### src/rtl/jk_counter_pkg.sv
// ---------------------------------------------------------------------------
// jk_counter_pkg
// Shared definitions for the JK-based modulo counter.
// Provides the JK command encodings as {j,k} pairs and the excitation helper
// that turns a present bit and a desired next bit into the JK command that
// moves a JK cell from one to the other.
// No ports (package).
// ---------------------------------------------------------------------------
package jk_counter_pkg;

  localparam logic [1:0] JK_HOLD   = 2'b00;
  localparam logic [1:0] JK_RESET  = 2'b01;
  localparam logic [1:0] JK_SET    = 2'b10;
  localparam logic [1:0] JK_TOGGLE = 2'b11;

  // The toggle code is never produced here. A rising bit is driven with SET.
  // A falling bit is driven with RESET. Everything else holds.
  function automatic logic [1:0] jk_excite(input logic q, input logic n);
    jk_excite = {n & ~q, q & ~n};
  endfunction

endpackage

### src/rtl/jk_mod_counter_cell.sv
// ---------------------------------------------------------------------------
// jk_cell
// Single JK storage cell with synchronous active-low reset.
// Ports:
//   clk   in  rising-edge clock
//   rst_n in  synchronous reset, active-low, clears q
//   j     in  J command
//   k     in  K command
//   q     out stored bit
// ---------------------------------------------------------------------------
module jk_cell
  import jk_counter_pkg::*;
(
  input  logic clk,
  input  logic rst_n,
  input  logic j,
  input  logic k,
  output logic q
);

  logic q_q;

  // Full JK truth table: hold, reset, set, toggle. Reset is sampled on the
  // clock edge and wins over any J/K command.
  always_ff @(posedge clk) begin
    if (!rst_n) begin
      q_q <= 1'b0;
    end else begin
      case ({j, k})
        JK_HOLD:  q_q <= q_q;
        JK_RESET: q_q <= 1'b0;
        JK_SET:   q_q <= 1'b1;
        default:  q_q <= ~q_q;
      endcase
    end
  end

  assign q = q_q;

endmodule

### src/rtl/jk_mod_counter.sv
// ---------------------------------------------------------------------------
// jk_mod_counter
// Modulo-MODULUS up/down counter built from WIDTH JK cells. The block first
// computes the target count from the present count and the controls. It then
// turns each bit into a J/K command and applies that command to the cells.
// Ports:
//   clk      in  rising-edge clock
//   rst_n    in  synchronous reset, active-low
//   en       in  count enable
//   up       in  1 = increment, 0 = decrement
//   load     in  parallel load, priority over en
//   load_val in  value to load, clamped to MODULUS-1
//   count    out present count (JK cell outputs)
//   tc       out terminal count, combinational
//   carry    out registered one-cycle pulse after a wrap
//   j_vec    out J command per bit, combinational
//   k_vec    out K command per bit, combinational
// ---------------------------------------------------------------------------
module jk_mod_counter
  import jk_counter_pkg::*;
#(
  parameter int WIDTH   = 4,
  parameter int MODULUS = 10
) (
  input  logic             clk,
  input  logic             rst_n,
  input  logic             en,
  input  logic             up,
  input  logic             load,
  input  logic [WIDTH-1:0] load_val,
  output logic [WIDTH-1:0] count,
  output logic             tc,
  output logic             carry,
  output logic [WIDTH-1:0] j_vec,
  output logic [WIDTH-1:0] k_vec
);

  // A modulus outside 2..2**WIDTH cannot be represented. Stop elaboration
  // instead of building a counter that cannot work.
  if (MODULUS < 2 || MODULUS > (1 << WIDTH)) begin : g_bad_modulus
    $fatal(1, "jk_mod_counter: MODULUS must be in 2..2**WIDTH");
  end

  localparam logic [WIDTH-1:0] MAX_CNT = WIDTH'(MODULUS - 1);
  localparam logic [WIDTH:0]   MOD_EXT = (WIDTH + 1)'(MODULUS);

  logic [WIDTH-1:0] target_d;
  logic             wrap_d;
  logic             carry_q;

  // Target selection. Priority is load, then count, then hold.
  // Any count at or above MAX_CNT counts as terminal when going up, so a
  // corrupted count returns to 0. Going down, a corrupted count returns to
  // MAX_CNT without flagging a wrap.
  always_comb begin
    target_d = count;
    wrap_d   = 1'b0;
    if (load) begin
      if ({1'b0, load_val} < MOD_EXT) begin
        target_d = load_val;
      end else begin
        target_d = MAX_CNT;
      end
    end else if (en) begin
      if (up) begin
        if (count >= MAX_CNT) begin
          target_d = '0;
          wrap_d   = 1'b1;
        end else begin
          target_d = WIDTH'({1'b0, count} + (WIDTH + 1)'(1));
        end
      end else begin
        if (count == '0) begin
          target_d = MAX_CNT;
          wrap_d   = 1'b1;
        end else if (count > MAX_CNT) begin
          target_d = MAX_CNT;
        end else begin
          target_d = WIDTH'({1'b0, count} - (WIDTH + 1)'(1));
        end
      end
    end
  end

  // Per-bit excitation and the JK cell bank. The reset is applied inside
  // each cell, so the J/K outputs stay a pure function of count and the
  // controls.
  for (genvar i = 0; i < WIDTH; i++) begin : g_cell
    assign {j_vec[i], k_vec[i]} = jk_excite(count[i], target_d[i]);

    jk_cell u_cell (
      .clk   (clk),
      .rst_n (rst_n),
      .j     (j_vec[i]),
      .k     (k_vec[i]),
      .q     (count[i])
    );
  end

  // Carry register. It follows the wrap decision of the edge that just
  // happened. Back-to-back wraps therefore keep it high.
  always_ff @(posedge clk) begin
    if (!rst_n) begin
      carry_q <= 1'b0;
    end else begin
      carry_q <= wrap_d;
    end
  end

  assign carry = carry_q;
  assign tc    = up ? (count == MAX_CNT) : (count == '0);

endmodule

### config.mk
export PLATFORM = sky130hd
export DESIGN_NAME = jk_mod_counter
export DESIGN_NICKNAME = d
export VERILOG_FILES = /design/src/rtl/jk_counter_pkg.sv /design/src/rtl/jk_mod_counter_cell.sv /design/src/rtl/jk_mod_counter.sv
export SDC_FILE = /design/constraint.sdc
export NUM_CORES = 1
export LEC_CHECK = 0
export ABC_CLOCK_PERIOD_IN_PS = 2600
export CORE_MARGIN = 4
export CORE_UTILIZATION = 41
export DETAILED_ROUTE_END_ITERATION = 12
export PLACE_DENSITY = 0.73
export SLEW_MARGIN = 10
export SYNTH_ARGS = -nofsm -noshare
export SYNTH_HDL_FRONTEND = slang
export SYNTH_HIERARCHICAL = 1
export SYNTH_SLANG_ARGS = --single-unit
export TNS_END_PERCENT = 100
### constraint.sdc
create_clock -name clk -period 2.6 [get_ports clk]
set_input_delay 0.52 -clock clk [delete_from_list [all_inputs] [get_ports clk]]
set_output_delay 0.52 -clock clk [all_outputs]
set_load 0.01 [all_outputs]
==> results.md <==
* Vias at 928
* Slew Limit Fails at 0
* RSZ-0062 raised after global routing: no
* Worst Setup Path Type: reg2out
* Die ar. at 0.00258 mm^2
* Pwr per Cell Area at 941 mW/mm^2
* Worst skew pair latency at 250 ps
* Slew @ Worst Pin at 352 ps
* Data required, critical path at 2080 ps
* Final HPWL DP at 1.77 mm
* Initial Util at 43.4%
* R2r worst-path depth at 10
* First-pass GRT wire length at 3.67 mm
* Core Area at 0.00173 mm^2
* Final Critical Period at 2450 ps
* Netlist cell types at 40
* Outcome: finished, final reports clean
* FMAX at 408 MHz
* Gate Count Post-Synth at 105
* Crit path depth at 6
* Leakage at 0.600 nW
* Reg-to-Reg Start: g_cell[0].u_cell/q$_SDFFE_PN0P_
* Worst rel slew slack at 76.4%
* H-tree depth at 1
* Vias in the first global route at 892
* Setup ws final at 150 ps
* Cell Rows at 15
* Longest Clk Path Bufs at 2
* Largest net degree at the start of global routing at 12
* Clock sinks at 5
* Final Cycle Share at 94.2%
* CTS Root Cell: clkbuf_4
* Slowest stage delay, CP at 490 ps
* Inserted Diodes at 0
* Hold_buf cts at 0
* Place WS at -446 ps
* Post-CTS setup buffers at 0
* Initial DRC count at 20
* Critical Path Source Type: flip-flop
* Crit path DAT at 1930 ps
* Critical path fanouts, max at 8
* Cells along the critical path: buf_4 > or4_1 > o21ai_2 > nor3_1 > a22o_1 > dlygate4sd2_1
* Crit path buf inv count at 2
* Chip Height at 50.8 um
* Drc violations at 0
* Layout area overhead at 67.4%
* Antenna violations before repair at 0
* TritonCTS clock tree: built
* Asr flop ratio synth at 0%
* Post-Synthesis Cell Area at 749 um^2
* Gpl congestion at 0.811
* EDFF count, synth at 0
* Register area share after synthesis at 13.4%
* Setup-failing EPs final at 0
* Final nets at 176
* Setup Skew at 0.745 ps
* Routed length per instance at 12.1 um
* Num ports at 23
* Syn avg cell area at 7.14 um^2
* Syn_nets at 125
* Critical path launch point: g_cell[0].u_cell/q$_SDFFE_PN0P_
* Critical path's top delay family: simple AND/OR/NAND/NOR gates
* Congestion Overflow GR at 0
* Min-delay worst type: reg2reg
* Num CTS Buffers at 3
* Wire length after detailed routing at 2.18 mm
* Ys Warns at 6
* GRT Overall Usage at 18.5%
* Max-Cap Viols at 0
* Hold Startpoint: g_cell[1].u_cell/q$_SDFFE_PN0P_
* Pre-antenna DRT Iters at 4
* Via/cell ratio at 5.16
* Yosys top cell area share at 18.4%
* Port bufs at 22
* Post-route ant nets at 0
* Hold Crit Depth at 3
* CTS clk-pin slew, worst paths at 40 ps
* Die W at 50.8 um
* Synth area leader: ha_1
* Total negative slack at 0 ps
* Largest cells by area after synthesis: ha_1 18%, dfxtp_1 13%, inv_1 8.0%, nand2_1 5.0%, a21oi_1 4.0%
* Synth Flop Type: dfxtp_1
* Peak VDD IR at 0.716 mV
* Layout cell share with drive strength beyond 1 at 30.3%
* Worst path slowest cell: or4_1
* Yosys reg bits at 5
* Final hold vios at 0
* Setup crit end kind: primary output
[through the flow]
stage / instances / hold WS (ps) / cell area [um^2] / utilization [%] / total power [mW]
finish: 180 / 643 / 1250 / 72.7 / 1.18
floorplan: 105 / 517 / 749 / - / 0.612
detailed placement: 176 / 634 / 1190 / 68.8 / 1.03
global route: 180 / 665 / 1250 / 72.7 / 1.29
global placement: 176 / 624 / 1190 / 68.8 / 1.00
CTS: 180 / 642 / 1230 / 71.4 / 1.14
[layout by cell type, fill, tap and decap left out, types with 2 or more instances in the layout]
master / n
nor3b_2: 2
ha_1: 9
dlygate4sd2_1: 8
nand3_1: 4
buf_4: 27
nand3b_1: 4
dfxtp_1: 3
or3_1: 4
a31oi_1: 4
inv_2: 2
inv_1: 15
clkdlybuf4s50_1: 12
nand2_1: 10
o211a_1: 2
nand2b_1: 2
o21a_1: 2
dfxtp_2: 2
clkbuf_4: 3
a21oi_1: 6
nor2_1: 4
[synth_stat cells, drive strengths merged (2+ instances only)]
cell	n
o211a	2
buf	3
nand3b	4
a21boi	2
nor2	4
ha	11
nor3b	2
o21a	2
nand2b	2
dfxtp	5
a21oi	7
nand3	4
inv	17
nor3	2
or3	4
o21ai	2
nand2	10
a31oi	4
[sequential cells by signal, indices dropped and copies added (netlist names)]
signal	cells
carry	1
g_cell.u_cell/q	4
[where the power goes]
part | switching (mW) | internal (mW) | leakage, nW
clock | 0.0347 | 0.0582 | 0.0150
sequential | 0.0422 | 0.110 | 0.0417
combinational | 0.426 | 0.510 | 0.544
total | 0.503 | 0.678 | 0.600
[cell families after synthesis]
logic type      Yosys count  synth area share [%]
fa+ha+maj                11                  18.4
simple gates             41                  31.1
flops                     5                  13.4
buf+inv                  20                  10.5
compound gates           28                  26.7
[worst min-delay path: cells and delay by family, from the launching register on]
kind	cells	cell delay [ps]
DFF	1	310
AOI/OAI and AO/OA	1	70
buffers and inverters	1	160
and+or+nand+nor	1	50
[path summary, 6_finish.rpt]
path / slack (ps) / end
worst max-delay path: 150 / k_vec[3]
worst min-delay path: 640 / g_cell[1].u_cell/q$_SDFFE_PN0P_
worst max register to register: 160 / g_cell[3].u_cell/q$_SDFFE_PN0P_
worst min register to register: 640 / g_cell[1].u_cell/q$_SDFFE_PN0P_
[area by class of cell]
type	count	area [um^2]
Timing Repair Buffer	49	410
Sequential cell	5	103
Inverter	17	63.8
Multi-Input combinational cell	80	621
Fill cell	153	472
Clock buffer	4	26.3
Tap cell	25	31.3
[per-layer routing]
metal  vias to the layer above  wire, um  GRT usage, %
met1                       424       875          20.3
met4                         0        31          5.38
li1                        478         -             -
met3                         4        99          5.04
met5                         -         0             0
met2                        22      1170          34.1
[repair_timing]
| item | in CTS | in global routing |
|---|---|---|
| resized for setup | 18 | 8 |
| pin swaps | 1 | 0 |
| endpoints found under the setup margin | 13 | 4 |
Power figures use the tool's default switching activity.
